--- src/rtl/sdf16_output_reorder_if.sv ---
// ----------------------------------------------------------------------------
// sdf16_output_reorder_if
// Stream bundle for the SDF-16 output reorder stage.
//   in_valid/in_data/in_ready       : bit-reversed sample stream from the NTT pipe
//   out_valid/out_ready             : natural-order output handshake
//   out_data/out_index/out_last     : reordered coefficient, its index, end of frame
//   frame_done                      : registered pulse after index 15 transfers
//   overflow                        : sticky dropped-sample flag
// Modports: master = producer/consumer side (testbench), slave = reorder block.
// ----------------------------------------------------------------------------
interface sdf16_output_reorder_if #(
    parameter int unsigned DATA_W = 16
);
    logic              in_valid;
    logic [DATA_W-1:0] in_data;
    logic              in_ready;
    logic              out_valid;
    logic              out_ready;
    logic [DATA_W-1:0] out_data;
    logic [3:0]        out_index;
    logic              out_last;
    logic              frame_done;
    logic              overflow;

    modport master (
        output in_valid, in_data, out_ready,
        input  in_ready, out_valid, out_data, out_index, out_last, frame_done, overflow
    );

    modport slave (
        input  in_valid, in_data, out_ready,
        output in_ready, out_valid, out_data, out_index, out_last, frame_done, overflow
    );
endinterface

--- src/rtl/sdf16_output_reorder.sv ---
// ----------------------------------------------------------------------------
// sdf16_output_reorder
// Captures the serial 16-point NTT result stream (bit-reversed order) into a
// ping-pong register buffer and replays each frame in natural order 0..15 with
// valid/ready flow control. One bank drains while the other fills.
// Ports:
//   clk  : rising-edge clock
//   rst  : asynchronous reset, active-high; discards any partial frame
//   bus  : sdf16_output_reorder_if.slave (input stream, output stream, status)
// Parameters:
//   DATA_W    : coefficient width
//   BITREV_EN : 1 = write address is bitrev4(wr_cnt), 0 = pass-through order
// ----------------------------------------------------------------------------
module sdf16_output_reorder #(
    parameter int unsigned DATA_W    = 16,
    parameter int unsigned BITREV_EN = 1
) (
    input logic                    clk,
    input logic                    rst,
    sdf16_output_reorder_if.slave  bus
);

    // Read side state is implied by whether the current read bank holds a frame.
    typedef enum logic {
        RdIdle,
        RdDrain
    } rd_state_e;

    logic [DATA_W-1:0] mem_q [2][16];
    logic [1:0]        full_q, full_d;
    logic              wr_bank_q, wr_bank_d;
    logic              rd_bank_q, rd_bank_d;
    logic [3:0]        wr_cnt_q, wr_cnt_d;
    logic [3:0]        rd_cnt_q, rd_cnt_d;
    logic              frame_done_q, frame_done_d;
    logic              overflow_q, overflow_d;

    rd_state_e         rd_state;
    logic              in_ready;
    logic              out_valid;
    logic [DATA_W-1:0] out_data;
    logic              wr_accept;
    logic              rd_xfer;
    logic [3:0]        wr_addr;

    function automatic logic [3:0] bitrev4(input logic [3:0] v);
        return {v[0], v[1], v[2], v[3]};
    endfunction

    always_comb begin
        rd_state  = full_q[rd_bank_q] ? RdDrain : RdIdle;
        in_ready  = !full_q[wr_bank_q];
        out_valid = 1'b0;
        out_data  = '0;
        unique case (rd_state)
            RdDrain: begin
                out_valid = 1'b1;
                out_data  = mem_q[rd_bank_q][rd_cnt_q];
            end
            default: begin
                out_valid = 1'b0;
            end
        endcase
        wr_accept = bus.in_valid && in_ready;
        rd_xfer   = out_valid && bus.out_ready;
        wr_addr   = (BITREV_EN != 0) ? bitrev4(wr_cnt_q) : wr_cnt_q;
    end

    // The write side only ever sets the flag of a non-full bank and the read side
    // only clears the flag of a full bank, so both updates can land in one cycle.
    always_comb begin
        full_d       = full_q;
        wr_bank_d    = wr_bank_q;
        rd_bank_d    = rd_bank_q;
        wr_cnt_d     = wr_cnt_q;
        rd_cnt_d     = rd_cnt_q;
        frame_done_d = 1'b0;
        overflow_d   = overflow_q || (bus.in_valid && !in_ready);
        if (wr_accept) begin
            wr_cnt_d = wr_cnt_q + 4'd1;
            if (wr_cnt_q == 4'd15) begin
                full_d[wr_bank_q] = 1'b1;
                wr_bank_d         = ~wr_bank_q;
            end
        end
        if (rd_xfer) begin
            rd_cnt_d = rd_cnt_q + 4'd1;
            if (rd_cnt_q == 4'd15) begin
                full_d[rd_bank_q] = 1'b0;
                rd_bank_d         = ~rd_bank_q;
                frame_done_d      = 1'b1;
            end
        end
    end

    always_ff @(posedge clk or posedge rst) begin
        if (rst) begin
            mem_q        <= '{default: '0};
            full_q       <= 2'b00;
            wr_bank_q    <= 1'b0;
            rd_bank_q    <= 1'b0;
            wr_cnt_q     <= 4'd0;
            rd_cnt_q     <= 4'd0;
            frame_done_q <= 1'b0;
            overflow_q   <= 1'b0;
        end else begin
            if (wr_accept) begin
                mem_q[wr_bank_q][wr_addr] <= bus.in_data;
            end
            full_q       <= full_d;
            wr_bank_q    <= wr_bank_d;
            rd_bank_q    <= rd_bank_d;
            wr_cnt_q     <= wr_cnt_d;
            rd_cnt_q     <= rd_cnt_d;
            frame_done_q <= frame_done_d;
            overflow_q   <= overflow_d;
        end
    end

    assign bus.in_ready   = in_ready;
    assign bus.out_valid  = out_valid;
    assign bus.out_data   = out_data;
    assign bus.out_index  = rd_cnt_q;
    assign bus.out_last   = out_valid && (rd_cnt_q == 4'd15);
    assign bus.frame_done = frame_done_q;
    assign bus.overflow   = overflow_q;

endmodule

--- src/flat_wrapper.sv ---
// flat-port wrapper written by rule: the top's interface ports become plain ports
module sdf16_output_reorder_flat 
#(
    parameter int unsigned DATA_W    = 16,
    parameter int unsigned BITREV_EN = 1
)
  (clk, rst, bus_in_valid, bus_in_data, bus_out_ready, bus_in_ready, bus_out_valid, bus_out_data, bus_out_index, bus_out_last, bus_frame_done, bus_overflow);
  sdf16_output_reorder_if #(.DATA_W(DATA_W)) bus_i ();
  input logic clk;
  input logic rst;
  input wire logic [$bits(bus_i.in_valid)-1:0] bus_in_valid;
  input wire logic [$bits(bus_i.in_data)-1:0] bus_in_data;
  input wire logic [$bits(bus_i.out_ready)-1:0] bus_out_ready;
  output wire logic [$bits(bus_i.in_ready)-1:0] bus_in_ready;
  output wire logic [$bits(bus_i.out_valid)-1:0] bus_out_valid;
  output wire logic [$bits(bus_i.out_data)-1:0] bus_out_data;
  output wire logic [$bits(bus_i.out_index)-1:0] bus_out_index;
  output wire logic [$bits(bus_i.out_last)-1:0] bus_out_last;
  output wire logic [$bits(bus_i.frame_done)-1:0] bus_frame_done;
  output wire logic [$bits(bus_i.overflow)-1:0] bus_overflow;
  assign bus_i.in_valid = bus_in_valid;
  assign bus_i.in_data = bus_in_data;
  assign bus_i.out_ready = bus_out_ready;
  assign bus_in_ready = bus_i.in_ready;
  assign bus_out_valid = bus_i.out_valid;
  assign bus_out_data = bus_i.out_data;
  assign bus_out_index = bus_i.out_index;
  assign bus_out_last = bus_i.out_last;
  assign bus_frame_done = bus_i.frame_done;
  assign bus_overflow = bus_i.overflow;
  sdf16_output_reorder #(.DATA_W(DATA_W), .BITREV_EN(BITREV_EN)) u_core (.clk(clk), .rst(rst), .bus(bus_i));
endmodule
--- config.mk ---
export PLATFORM = sky130hd
export DESIGN_NAME = sdf16_output_reorder_flat
export DESIGN_NICKNAME = d
export VERILOG_FILES = /design/src/rtl/sdf16_output_reorder_if.sv /design/src/rtl/sdf16_output_reorder.sv /design/src/flat_wrapper.sv
export SDC_FILE = /design/constraint.sdc
export NUM_CORES = 1
export LEC_CHECK = 0
export ABC_AREA = 1
export BUFFER_PORTS_ARGS = -buffer_cell sky130_fd_sc_hd__buf_2
export CORE_ASPECT_RATIO = 1.4
export CORE_MARGIN = 2
export CORE_UTILIZATION = 25
export CTS_BUF_LIST = sky130_fd_sc_hd__clkbuf_16
export DETAILED_ROUTE_END_ITERATION = 12
export REMOVE_ABC_BUFFERS = 1
export SETUP_SLACK_MARGIN = 0.1
export SYNTH_ARGS = -nofsm -noshare
export SYNTH_HDL_FRONTEND = slang
export SYNTH_SLANG_ARGS = --single-unit
export TNS_END_PERCENT = 30
--- constraint.sdc ---
create_clock -name clk -period 19.8 [get_ports clk]
set_input_delay 3.96 -clock clk [delete_from_list [all_inputs] [get_ports clk]]
set_output_delay 3.96 -clock clk [all_outputs]
set_load 0.01 [all_outputs]
* Word-level counts from Yosys, hierarchy flattened
Cells that the tools add are included.
** Word-level totals
- Register bits after elaboration :: 526
- Input port bits :: 20
- Logic and storage cells :: 102
** Cells by class
- Add/subtract/negate cells :: 2
- Order comparisons :: 10
- Eq/ne operators :: 2
- Bitwise gates (word level) :: 9
- Reduce and logical (&&, ||, !) cells :: 12
- Mux-type cells :: 28
** Operators with widths (number)
- 2-to-1 mux 256 bit :: 4
- bitwise mux 512 bit :: 1
- demux 256 bit (select 1 bit) :: 1
- binary-select mux 16 bit (select 4 bit) :: 1
- demux 16 bit (select 4 bit) :: 1
- 2-to-1 mux 16 bit :: 4
- greater-or-equal comparator 5 bit, second input constant :: 2
- 2-to-1 mux 1 bit :: 10
- inverter 4 -> 5 bit :: 2
- adder 4 x 1 -> 4 bit, second input constant :: 2
- equality test 4 bit, second input constant :: 2
- logical AND 1 bit :: 8
- 2-to-1 mux 2 bit :: 4
- < comparator 5 x 1 -> 1 bit, second input constant :: 1
- greater-or-equal comparator 2 bit, second input constant :: 2
- < comparator 1 x 2 -> 1 bit, second input constant :: 2
- inverter 1 -> 2 bit :: 2
- AND reduction 2 bit :: 2
- bitwise AND 2 bit :: 1
- demux 1 bit (select 1 bit) :: 2
- greater-or-equal comparator 1 bit, second input constant :: 2
- < comparator 2 x 1 -> 1 bit, second input constant :: 1
- inverter 1 bit :: 2
- inverter 2 bit :: 1
- 3 further kinds :: 3

* Logic depth before layout (Yosys ltp)
- Word-level depth :: 10
- Mapped depth :: 12
- Gate-level depth less buffers :: 9

* Worst setup path after synthesis
OpenSTA, ideal clock, no wires.
- Path kind :: register -> output
- Start :: reg u_core.rd_cnt_q[0] (netlist: u_core.bus.out_index[0])
- End :: out bus_out_data[15]
- Stages on the path, launching flop included :: 11
- Path slack :: 14253 ps
- Data arrival time :: 1587 ps
- Cell sequence :: dfrtp_1 -> buf_2 -> inv_2 -> buf_2 -> buf_2 -> o21ai_0 -> o21ai_0 -> nor2_1 -> nor2_1 -> nor2_1 -> nor2_1
** Between the ends
- Cells in the longest elaborated chain, start to end :: 5
** RTL lines
- start: declaration :: RTL line sdf16_output_reorder.sv:34 : logic [3:0] rd_cnt_q, rd_cnt_d;
- start signal: assignment :: RTL line sdf16_output_reorder.sv:114 : rd_cnt_q <= rd_cnt_d;
- inverter 4 -> 5 bit (not written as such) :: RTL line sdf16_output_reorder.sv:58 : out_data = mem_q[rd_bank_q][rd_cnt_q];
- binary-select mux 16 bit (select 4 bit) :: RTL line sdf16_output_reorder.sv:58
- 2-to-1 mux 16 bit (not written as such) (2 in a row) :: RTL line sdf16_output_reorder.sv:58
- 2-to-1 mux 16 bit :: RTL line sdf16_output_reorder.sv:55 : unique case (rd_state)
- end: declaration :: RTL line flat_wrapper.sv:16 : output wire logic [$bits(bus_i.out_data)-1:0] bus_out_data;
No other way between the ends. The select of a mux whose other input is x is not followed.

* Worst setup path in the final report
- Start :: reg u_core.rd_bank_q
- End :: out bus_out_data[11]
** Between the ends
- Cells in the longest elaborated chain, start to end :: 8
- Elaborated cells on any way between the ends :: 11
** RTL lines
- start: declaration :: RTL line sdf16_output_reorder.sv:32 : logic rd_bank_q, rd_bank_d;
- start signal: assignment :: RTL line sdf16_output_reorder.sv:112 : rd_bank_q <= rd_bank_d;
- inverter 1 -> 2 bit (not written as such) :: RTL line sdf16_output_reorder.sv:58
- 2-to-1 mux 256 bit (not written as such) (3 in a row) :: RTL line sdf16_output_reorder.sv:58
- binary-select mux 16 bit (select 4 bit) :: RTL line sdf16_output_reorder.sv:58
- 2-to-1 mux 16 bit (not written as such) (2 in a row) :: RTL line sdf16_output_reorder.sv:58
- 2-to-1 mux 16 bit * :: RTL line sdf16_output_reorder.sv:55
Every way passes the cells marked *; elsewhere a longest branch is shown, timed or not. The select of a mux whose other input is x is not followed.

==> impl_metrics.yaml <==
pwr:
  powerDensity_nw_per_um2: 78.98
  p_leak_nw: 12.69
  vdd_ir_drop_max_mv: 0.07186
  p_total_mw: 2.181
logic_synthesis:
  synthFlopType: "dfrtp_1"
  syn-instance-count: 3178
  synth_area_per_cell_um2: 7.908
  syn_area_um2: 25130
  synth_async_sr_flop_share_pct: 100.0
  synth-edff-count: 0
  synth_cell_types: 34
  synth-seq-cells: 526
  yosys_warnings: 0
  ys_seq_area_share_pct: 52.38
drt:
  drtIter0Drc: 1972
  drc: 0
  vias: 20811
  via_per_inst: 4.728
  wl_um: 80300
  drtAntennaViolNets: 0
  wl_per_cell_um: 18.24
  first_pass_iters: 5
worst_setup_path:
  cp_data_required_time_ns: 15.84
  crit_chain: "inv_8 -> buf_4 -> nand2_1 -> nand3_1 -> nand3_1 -> nand2_1 -> nand2_1 -> nand2_1 -> nor2_1 -> nor2_1 -> buf_2"
  slowest_stage: "buf_4"
  worstPathArrival_ns: 4.00
  critPathCaptureType: "primary output"
  path_class: "flop to primary output"
  worstSetupStartpointType: "flop"
  cp_top_family: "buffers and inverters"
  cp.buffers_inverters: 3
  worstPathMaxFanout: 99
  cpMostUsedCell: "nand2_1"
  critPathMaxStageDelay_ns: 0.83
global_routing:
  grtUsageTotal_pct: 15.54
  grt_pass1_wl_um: 123900
  grt_max_degree: 151
  grt_pass1_vias: 20128
  antenna_found_initial: 3
  grt-ovfl-total: 0
layout:
  syn2layout_area_growth_pct: 9.893
  final_cell_mix: "nand2_1 (1125), dfrtp_1 (523), o21ai_0 (431)"
  nNetsFinal: 3067
  layout_commonest_cell: "nand2_1"
  drive_gt1_share_pct: 7.305
  final_cell_count_no_fill: 4402
clock_network:
  worstSkewPairLatency_ns: 0.58
  cts.path.max_buffers: 3
  clkSinkCount: 526
  numCtsBuffers: 49
  cts_setup_buffers: 0
  cts_tree: "yes"
  clk_pin_slew_ns: 0.07
  cts_hold_buf: 0
  root_buffer: "clkbuf_16"
  htreeDepth: 2
  cts_resized: 0
timing:
  final.min_clock_period_ns: 7.956
  worstMarginPinSlew_ns: 1.183
  skew_ns: 0.01012
  relSlewSlack_pct: 20.96
  holdWs_ns: 0.4835
  clock.fmax_ghz: 0.1257
  hold_viol: 0
  post-route-period-util_pct: 40.18
  setup_tns_ns: 0
  setup_viol: 0
  rsz0062_at_grt: "no"
  drv_slew: 0
place:
  place_inst: 4311
  place.gp.congestion: 0.7879
  place.detailed.hpwl_um: 45790
  portBuffers: 44
floorplan:
  die_h_um: 379.1
  dieArea_um2: 103100
  rows: 137
  fp.dieW_um: 272.0
  ios: 45
  start_util_pct: 25.23
  core_area_um2: 99590
min_path:
  hp-class: "flop to flop"
flow_run:
  maxCapViolCount: 0
run_status:
  status: "finished, final reports clean"
synthesized netlist by cell type (2+ instances only):
cell type / instances / area [um2]
nand2_4: 2 / 22.52
clkinv_1: 3 / 11.26
buf_2: 112 / 560.5
nand4_4: 4 / 85.08
nand2_1: 1125 / 4223
nand2_2: 15 / 93.84
clkbuf_1: 82 / 307.8
buf_1: 16 / 60.06
dfrtp_1: 526 / 13160
o21ai_2: 29 / 254.0
nor2_1: 121 / 454.2
inv_1: 159 / 596.8
buf_4: 17 / 127.6
nor4_4: 8 / 170.2
buf_6: 12 / 135.1
o21ai_0: 431 / 2157
nand3_1: 354 / 1772
nand3_2: 3 / 30.03
o21ai_1: 79 / 395.4
ha_1: 5 / 62.56
a21oi_1: 32 / 160.2
inv_2: 6 / 22.52
xor2_1: 7 / 61.31
clkbuf_2: 19 / 95.09
nand4_2: 2 / 25.02
worst paths after layout:
kind | from | to | slack (ns) | cells past startpoint
setup / recovery | u_core.rd_bank_q | bus_out_data[11] | 11.84 | 11
max in group asynchronous | rst | u_core.mem_q[251] | 13.05 | 5
setup reg to reg | u_core.wr_bank_q | u_core.mem_q[67] | 16.25 | 6
hold / removal | u_core.mem_q[217] | u_core.mem_q[217] | 0.48 | 2
hold reg to reg | u_core.mem_q[217] | u_core.mem_q[217] | 0.48 | 2
min in group asynchronous | rst | u_core.mem_q[264] | 3.56 | 2
metrics by stage:
stage | area, um2 | util [%] | setup slack [ns]
3_3_place_gp | 25940 | 26.04 | 12.25
5_1_grt | 27610 | 27.72 | 11.62
2_1_floorplan | 23810 | - | 1.143
6_report | 27620 | 27.73 | 11.84
3_5_place_dp | 25940 | 26.04 | 12.27
4_1_cts | 27610 | 27.72 | 11.79
power breakdown:
group	internal (mW)	total, mW	switching (mW)
Sequential	1.07	1.08	0.00233
Combinational	0.0159	0.0873	0.0714
Clock	0.581	1.02	0.436
Total	1.67	2.18	0.509
final cells by class:
class	instances	area, um2
multi-input combinational	2223	10010
fill	10631	71980
sequential	526	13170
clock inverter	40	447.9
timing repair buffer	73	450.4
inverter	169	654.4
clock buffer	49	1226
antenna	2	5.005
tap	1320	1652
cell families (layout without fill, tap and decap cells):
family                   after synthesis  in the layout  synth area share, %
AND/OR/NAND/NOR                     1638           1638                27.47
AO/OA/AOI/OAI                        573            573                11.86
flip-flops                           526            526                52.38
buffers and inverters                429            331                7.792
XOR/XNOR                               7              7               0.2440
adder cells (fa/ha/maj)                5              5               0.2489
other                                  0              2                    0
registers in the layout, indices dropped and copies added (netlist names):
register               count
u_core.mem_q             512
u_core.bus.frame_done      1
u_core.bus.out_index       4
u_core.wr_cnt_q            4
u_core.bus.overflow        1
u_core.full_q              2
u_core.wr_bank_q           1
u_core.rd_bank_q           1
metal layers:
layer | track usage [%] | up-vias | wire (um)
li1 | - | 9889 | -
met1 | 19.49 | 10230 | 34020
met2 | 27.33 | 558 | 39580
met3 | 1.506 | 134 | 3566
met4 | 6.251 | 0 | 3137
met5 | 0 | - | 0
worst register-to-register path: stages, from the launching register on:
cell and delay (ns):
dfrtp_1 1.01, o21ai_2 0.24, inv_2 0.13, nand2_4 0.19, inv_4 0.39, nand4_2 0.96
o21ai_0 0.52
(Power assumes the default switching activity.)
